==> config.mk <==
export PLATFORM = sky130hd
export DESIGN_NAME = usrt_rx_ctrl
export DESIGN_NICKNAME = d
export VERILOG_FILES = /design/src/rtl/usrt_rx_ctrl.sv
export SDC_FILE = /design/constraint.sdc
export NUM_CORES = 1
export LEC_CHECK = 0
export CORE_ASPECT_RATIO = 1.5
export CORE_MARGIN = 5
export CORE_UTILIZATION = 45
export DETAILED_ROUTE_END_ITERATION = 10
export PLACE_DENSITY = 0.72
export REMOVE_ABC_BUFFERS = 1
export SLEW_MARGIN = 20
export SYNTH_ARGS = -nofsm -noshare
export SYNTH_HDL_FRONTEND = slang
export SYNTH_SLANG_ARGS = --single-unit
==> constraint.sdc <==
create_clock -name CLOCK -period 2.1 [get_ports CLOCK]
set_clock_uncertainty 0.05 [all_clocks]
set_input_delay 0.42 -clock CLOCK [delete_from_list [all_inputs] [get_ports CLOCK]]
set_output_delay 0.42 -clock CLOCK [all_outputs]
set_load 0.005 [all_outputs]
==> src/rtl/usrt_rx_ctrl.sv <==
// USRT receive controller: receiver reset sequencing, byte detect, show-ahead FIFO.
// Optional stale-data timeout enabled by defining USRT_RX_CTRL_TIMEOUT_EN.
module usrt_rx_ctrl #(
    parameter int DEPTH       = 4,
    parameter int AW          = 2,
    parameter int TIMEOUT_CYC = 64
) (
    input  logic          CLOCK,
    input  logic          NRESET,
    input  logic          EN,
    input  logic          FLUSH,
    input  logic          RX_NINTI,
    input  logic [7:0]    RX_DATA,
    output logic          RX_RESET,
    output logic [7:0]    DOUT,
    output logic          DVALID,
    input  logic          DREAD,
    output logic [AW:0]   COUNT,
    output logic          OVERRUN,
    input  logic          OVR_CLR,
    output logic          TIMEOUT
);

    typedef enum logic [1:0] {
        S_OFF = 2'd0,
        S_ARM = 2'd1,
        S_RUN = 2'd2
    } state_t;

    localparam logic [AW:0] LP_DEPTH = (AW+1)'(DEPTH);

    state_t         r_state;
    state_t         w_next;
    logic           r_ninti_q;
    logic [7:0]     r_mem [DEPTH];
    logic [AW-1:0]  r_wr;
    logic [AW-1:0]  r_rd;
    logic [AW:0]    r_count;
    logic           r_ovr;
    logic           w_run;
    logic           w_done;
    logic           w_full;
    logic           w_pop;
    logic           w_push;
    logic           w_drop;

    always_ff @(posedge CLOCK or negedge NRESET) begin
        if (!NRESET) begin
            r_state <= S_OFF;
        end else begin
            r_state <= w_next;
        end
    end

    always_comb begin
        w_next   = r_state;
        RX_RESET = 1'b1;
        w_run    = 1'b0;
        unique case (r_state)
            S_OFF: begin
                if (EN) w_next = S_ARM;
            end
            S_ARM: begin
                w_next = EN ? S_RUN : S_OFF;
            end
            S_RUN: begin
                RX_RESET = 1'b0;
                w_run    = 1'b1;
                if (!EN)
                    w_next = S_OFF;
                else if (FLUSH)
                    w_next = S_ARM;
            end
            default: w_next = S_OFF;
        endcase
    end

    // ARM re-arms the edge detector so a stale low level cannot fake a byte.
    always_ff @(posedge CLOCK or negedge NRESET) begin
        if (!NRESET) begin
            r_ninti_q <= 1'b1;
        end else if (r_state == S_ARM) begin
            r_ninti_q <= 1'b1;
        end else begin
            r_ninti_q <= RX_NINTI;
        end
    end

    assign w_done = w_run & ~r_ninti_q & RX_NINTI;
    assign w_full = (r_count == LP_DEPTH);
    assign DVALID = (r_count != '0);
    assign w_pop  = DVALID & DREAD & ~FLUSH;
    assign w_push = w_done & (~w_full | w_pop) & ~FLUSH;
    assign w_drop = w_done & w_full & ~w_pop & ~FLUSH;

    always_ff @(posedge CLOCK) begin
        if (w_push) r_mem[r_wr] <= RX_DATA;
    end

    always_ff @(posedge CLOCK or negedge NRESET) begin
        if (!NRESET) begin
            r_wr    <= '0;
            r_rd    <= '0;
            r_count <= '0;
        end else if (FLUSH) begin
            r_wr    <= '0;
            r_rd    <= '0;
            r_count <= '0;
        end else begin
            if (w_push) r_wr <= r_wr + AW'(1);
            if (w_pop)  r_rd <= r_rd + AW'(1);
            if (w_push && !w_pop)
                r_count <= r_count + (AW+1)'(1);
            else if (w_pop && !w_push)
                r_count <= r_count - (AW+1)'(1);
        end
    end

    always_ff @(posedge CLOCK or negedge NRESET) begin
        if (!NRESET) begin
            r_ovr <= 1'b0;
        end else if (w_drop) begin
            r_ovr <= 1'b1;
        end else if (OVR_CLR) begin
            r_ovr <= 1'b0;
        end
    end

    assign DOUT    = DVALID ? r_mem[r_rd] : 8'h00;
    assign COUNT   = r_count;
    assign OVERRUN = r_ovr;

`ifdef USRT_RX_CTRL_TIMEOUT_EN
    localparam int TW = $clog2(TIMEOUT_CYC + 1);
    localparam logic [TW-1:0] LP_TMAX = TW'(TIMEOUT_CYC);

    logic [TW-1:0] r_tcnt;

    always_ff @(posedge CLOCK or negedge NRESET) begin
        if (!NRESET) begin
            r_tcnt <= '0;
        end else if (w_push || w_pop || FLUSH || !DVALID) begin
            r_tcnt <= '0;
        end else if (w_run && r_tcnt != LP_TMAX) begin
            r_tcnt <= r_tcnt + TW'(1);
        end
    end

    assign TIMEOUT = (r_tcnt == LP_TMAX);
`else
    assign TIMEOUT = 1'b0;
`endif

endmodule
# Yosys cells after proc, flatten, opt, wreduce, memory -nomap -nowiden
# Memories as Yosys holds them, arrays and structs flattened.
# Cells that the tools add are included.
# Widths: inputs -> output; s select.
[op_classes]
add_sub_neg = 4
n_eq_ne = 5
n_mux = 20
n_bitwise = 14
n_reduce_logical = 11
[ops]
columns = ["cell", "count"]
rows = [
  ["$mux 2", 8],
  ["$and 1x1->1", 9],
  ["$mux 3", 3],
  ["$mux 8", 1],
  ["$mux 1", 7],
  ["$pmux 2 s3", 1],
  ["$reduce_bool 2->1", 3],
  ["$reduce_bool 3->1", 2],
  ["$add 2x1->2 const B", 2],
  ["$not 1->1", 4],
  ["$add 3x1->3 const B", 1],
  ["$eq 3x3->1 const B", 1],
  ["$ne 3x3->1 const B", 1],
  ["$sub 3x1->3 const B", 1],
  ["$eq 2x1->1 const B", 1],
  ["$eq 2x2->1 const B", 1],
  ["$logic_and 1x1->1", 2],
  ["$logic_not 1->1", 2],
  ["$logic_not 2->1", 1],
  ["$ne 2x2->1 const B", 1],
  ["$reduce_and 2->1", 1],
  ["$or 1x1->1", 1],
]
[word_totals]
regBits = 11
ram_bits = 32
inputBits = 15
out_inout_bits = 15
elab_cells = 61
n_memories = 1
[memory_table]
columns = ["memory", "depth", "width", "read_ports", "rd_clocked_by_memory_dff", "wr", "line", "rtl"]
rows = [
  ["r_mem", 4, 8, 1, 0, 1, "35", "logic [7:0] r_mem [DEPTH];"],
]

# Logic depth before layout (Yosys ltp)
[depth]
word_depth = 11
ltp_mapped = 9
depth_no_buf = 8

# Least setup slack after synthesis
# Ideal clock, no wire load.
[synth_path]
path_type = "reg2reg"
from = "register r_count[0] (netlist: COUNT[0])"
to = "register r_count[2] (netlist: COUNT[2])"
setup_time_ps = 82
t_arrival_ps = 2040
required_time_ps = 1968
setup_slack_ps = -72
stages_incl_launch_ff = 10
n_path_buf = 2
period_less_slack_ps = 2172
path_cell_list = "dfrtp_1 > clkbuf_2 > or3_4 > buf_6 > nand2_4 > and2_1 > fa_1 > nand2_1 > or4_1 > a31oi_1"
[synth_via]
elab_chain_len = 9
elab_cells_between_ends = 18
cone_classes = "2 x add/sub; 1 x eq/ne; 3 x mux; 6 x bitwise; 6 x reduce/logical"
[synth_lines]
columns = ["element", "line", "rtl"]
rows = [
  ["start: declaration", "38", "logic [AW:0] r_count;"],
  ["start signal: assignment", "113", "r_count <= r_count + (AW+1)'(1);"],
  ["start signal: assignment", "115", "r_count <= r_count - (AW+1)'(1);"],
  ["$reduce_bool 3->1 *", "91", "assign DVALID = (r_count != '0);"],
  ["via DVALID", "16", "output logic DVALID,"],
  ["$and 1x1->1 * (2 in a row)", "92", "assign w_pop = DVALID & DREAD & ~FLUSH;"],
  ["$or 1x1->1", "93", "assign w_push = w_done & (~w_full | w_pop) & ~FLUSH;"],
  ["$and 1x1->1 (2 in a row)", "93", ""],
  ["$logic_and 1x1->1 or $logic_not 1->1 (tied branches)", "112, 114", ""],
  ["$mux 3 or $logic_and 1x1->1 (tied branches)", "112, 114", ""],
  ["$mux 3 or $reduce_bool 3->1 (tied branches)", "-", ""],
]
# The timed path passes the listed nets; every way through them passes the cells marked *. The select of a mux whose other input is x is not followed.
# A chain may end at the register's enable or synchronous reset.

# Worst setup path in the final report
[layout_path]
from = "register r_rd[0]"
to = "output DOUT[0]"
[layout_via]
elab_chain_len = 2
[layout_lines]
columns = ["element", "line", "rtl"]
rows = [
  ["start: declaration", "37", "logic [AW-1:0] r_rd;"],
  ["start signal: assignment", "111", "if (w_pop) r_rd <= r_rd + AW'(1);"],
  ["$mem_v2 4x8", "-", ""],
  ["$mux 8", "129", "assign DOUT = DVALID ? r_mem[r_rd] : 8'h00;"],
  ["end: declaration", "15", "output logic [7:0] DOUT,"],
]
# Every way passes these cells.

==> key figures <==
Run status
  • Status: complete, but fails checks
  • Failing checks: setup timing

Die
  • Die area: 0.00584 mm2
  • Core area: 0.00425 mm2
  • Starting Density: 46.5%
  • Die Wd: 64.1 um
  • Core Rows: 29
  • I/O pins: 30
  • Floorplan die height: 91.1 um

Global routing
  • Remaining Overflow, GRT: 0
  • Antenna violations before repair: 0
  • Pin count of the biggest net entering global routing: 14
  • First-pass GRT wire length: 6.70 mm
  • Vias in the first global route: 1418
  • All-layer global routing usage: 14.7%

Synthesis
  • Yosys cell types: 41
  • Area share of the largest cell type after synthesis: 48.7%
  • Top-count cell post-synth: edfxtp_1
  • Ys flop type: edfxtp_1
  • Mapped Cells: 132
  • Async set-reset flop share out of synthesis: 25.6%
  • Sequential area share after synthesis: 62.7%
  • Synthesized area: 0.00197 mm2
  • Most frequent cells after synthesis: edfxtp_1, and2_1, dfrtp_1
  • Area contributors post-synth: edfxtp_1, dfrtp_1, mux4_2, and2_1, ha_1
  • FF+latch count, synth: 43
  • Post-synth EDFFs: 32
  • Syn_area_per_cell: 15.0 um2
  • Area leader, netlist: edfxtp_1
  • Synth warnings: 0

Clock tree
  • Clock Path Buffers: 2
  • H-tree depth: 2
  • Worst-Skew Late Latency: 0.29 ns
  • Clk root buf: clkbuf_8
  • Clk slew on worst S/H paths: 0.08 ns
  • Cts hold-fix bufs: 0
  • TritonCTS clock tree: done
  • CTS Sinks: 43
  • CTS Buf Count: 5

Drt
  • Total Routed Length: 4.04 mm
  • Avg WL per Cell: 16.7 um
  • Vias per cell: 5.32
  • Via count: 1288
  • Drt drc: 0
  • Initial drt markers: 49
  • 1st-pass router iterations: 4
  • Final ANT Viol Nets: 0

Flow run
  • Max-cap violations: 0

STA
  • Final max-slew violation count: 0
  • Max_slew headroom: 63.8%
  • Max frequency: 0.468 GHz
  • Final period utilization: 102%
  • RSZ-0062 raised after global routing: yes
  • Fin Hold WS: 0.429 ns
  • Fin. Hold Viols: 0
  • # setup viols final: 7
  • Worst Max-Slew Pin Slew: 0.541 ns
  • Post-route minimum period: 2.14 ns
  • Setup WS post-layout: -0.0359 ns

Final layout
  • Share of layout cells above drive strength 1: 39.8%
  • N_diodes: 0
  • Area of the multi-input gates: 739 um2
  • Final net count: 215
  • Final Instance Count excl. Fillers: 242
  • Storage cell area: 0.00124 mm2
  • Area delta synth->final: 41.2%
  • Core Util, Final: 65.7%
  • Final instance area: 0.00279 mm2
  • Number of fill cells in the layout: 320

Setup path
  • Crit path kind: flop to output pin
  • Worst-path maximum fanout: 6
  • CP arrival: 1.67 ns
  • Critical Path Source Type: flop
  • Critical Path RT: 1.63 ns
  • CP Capture Type: output pin

Placement
  • GPL Wtd Cong: 0.847
  • DP Wirelength: 2.81 mm
  • Post-Place Cell Area: 0.00249 mm2
  • Port-buffer cells: 28
  • Post-Place Cells: 218

Power
  • Pwr/cell area: 645 mW/mm2
  • Static leakage: 1.06 nW
  • Overall power: 1.80 mW
  • Peak VDD IR: 0.521 mV

Hold path
  • Min-Delay Path Class: primary input to async pin
[layout by cell type (no fill, tap or decap), drive strengths merged, types with 2 or more instances in the layout]
| cell | n |
|---|---|
| mux4 | 8 |
| nand2 | 2 |
| and2 | 14 |
| a31oi | 2 |
| ha | 4 |
| xor2 | 2 |
| dlygate4sd2 | 4 |
| buf | 45 |
| inv | 5 |
| nand2b | 3 |
| o32ai | 2 |
| o21ai | 4 |
| nor3b | 2 |
| or3 | 2 |
| clkdlybuf4s50 | 16 |
| dfrtp | 10 |
| clkbuf | 6 |
| nand3 | 3 |
| edfxtp | 32 |
| nor3 | 2 |
| xnor2 | 3 |
| nor2 | 8 |
| o211ai | 2 |
[stage by stage]
step                      TNS, ns  setup slack (ns)
after detailed placement    -5.44            -0.574
after floorplan            -0.200            -0.103
after global routing       -0.750            -0.123
final                      -0.219           -0.0359
after CTS                  -0.299           -0.0401
after global placement      -1.32            -0.410
[timing repair]
item,CTS,global route
pin swaps,19,5
setup endpoints to repair,11,10
endpoints found under the hold margin,0,0
buffers inserted,12,4
gates resized for setup,53,11
[routing by layer]
metal  track usage (%)  vias up  part of all wire, %
met2              27.3       35                   57
met1              15.4      638                   36
met4              4.51        0                 0.84
met3              4.20        4                  5.4
li1                  -      611                    -
met5                 0        -                    0
[cell type report]
type                    count  share of cell area, %
clock buffers               6                   2.60
clock inverters             2                  0.449
inverters                   5                  0.673
multi-input cells          75                   26.5
flip-flops and latches     43                   44.4
well taps                  46                   2.06
repair buffers             65                   23.3
[registers in the layout, summed over array words and instances, names as in the netlist]
name,count
r_state,2
r_ninti_q,1
COUNT,3
r_mem,32
OVERRUN,1
r_rd,2
r_wr,2
[kinds of logic (layout without fill, tap and decap cells)]
logic type,count (synthesis),count (layout),synth area share (%)
DFF,43,43,62.7
and+or+nand+nor,41,41,12.9
buffers and inverters,14,78,3.87
AOI/OAI and AO/OA,13,13,4.44
muxes,10,10,10.2
adders and majority gates,5,5,3.55
xor gates and xnor gates,5,5,2.22
other,1,1,0.190
[report_power, final]
| part | switching, mW | leakage [nW] | internal, mW | total, mW |
|---|---|---|---|---|
| Clock | 0.263 | 0.0412 | 0.232 | 0.496 |
| Combinational | 0.139 | 0.584 | 0.223 | 0.362 |
| Sequential | 0.0128 | 0.435 | 0.927 | 0.940 |
[final timing paths]
check,from,end,slack (ns),depth (start not counted)
max in group asynchronous,NRESET,r_ninti_q,1.20,1
worst min register to register,OVERRUN,OVERRUN,0.50,2
worst max-delay path,r_rd[0],DOUT[0],-0.04,5
worst min-delay path,NRESET,OVERRUN,0.43,1
min in group CLOCK,OVERRUN,OVERRUN,0.50,2
worst max register to register,COUNT[2],COUNT[1],0.01,7
[worst max-delay path, stage by stage, from the launching register on]
cell     delay (ns)
dfrtp_1        0.40
buf_12         0.14
buf_6          0.10
mux4_2         0.48
and2_4         0.15
buf_6          0.10
Power figures use the tool's default switching activity.
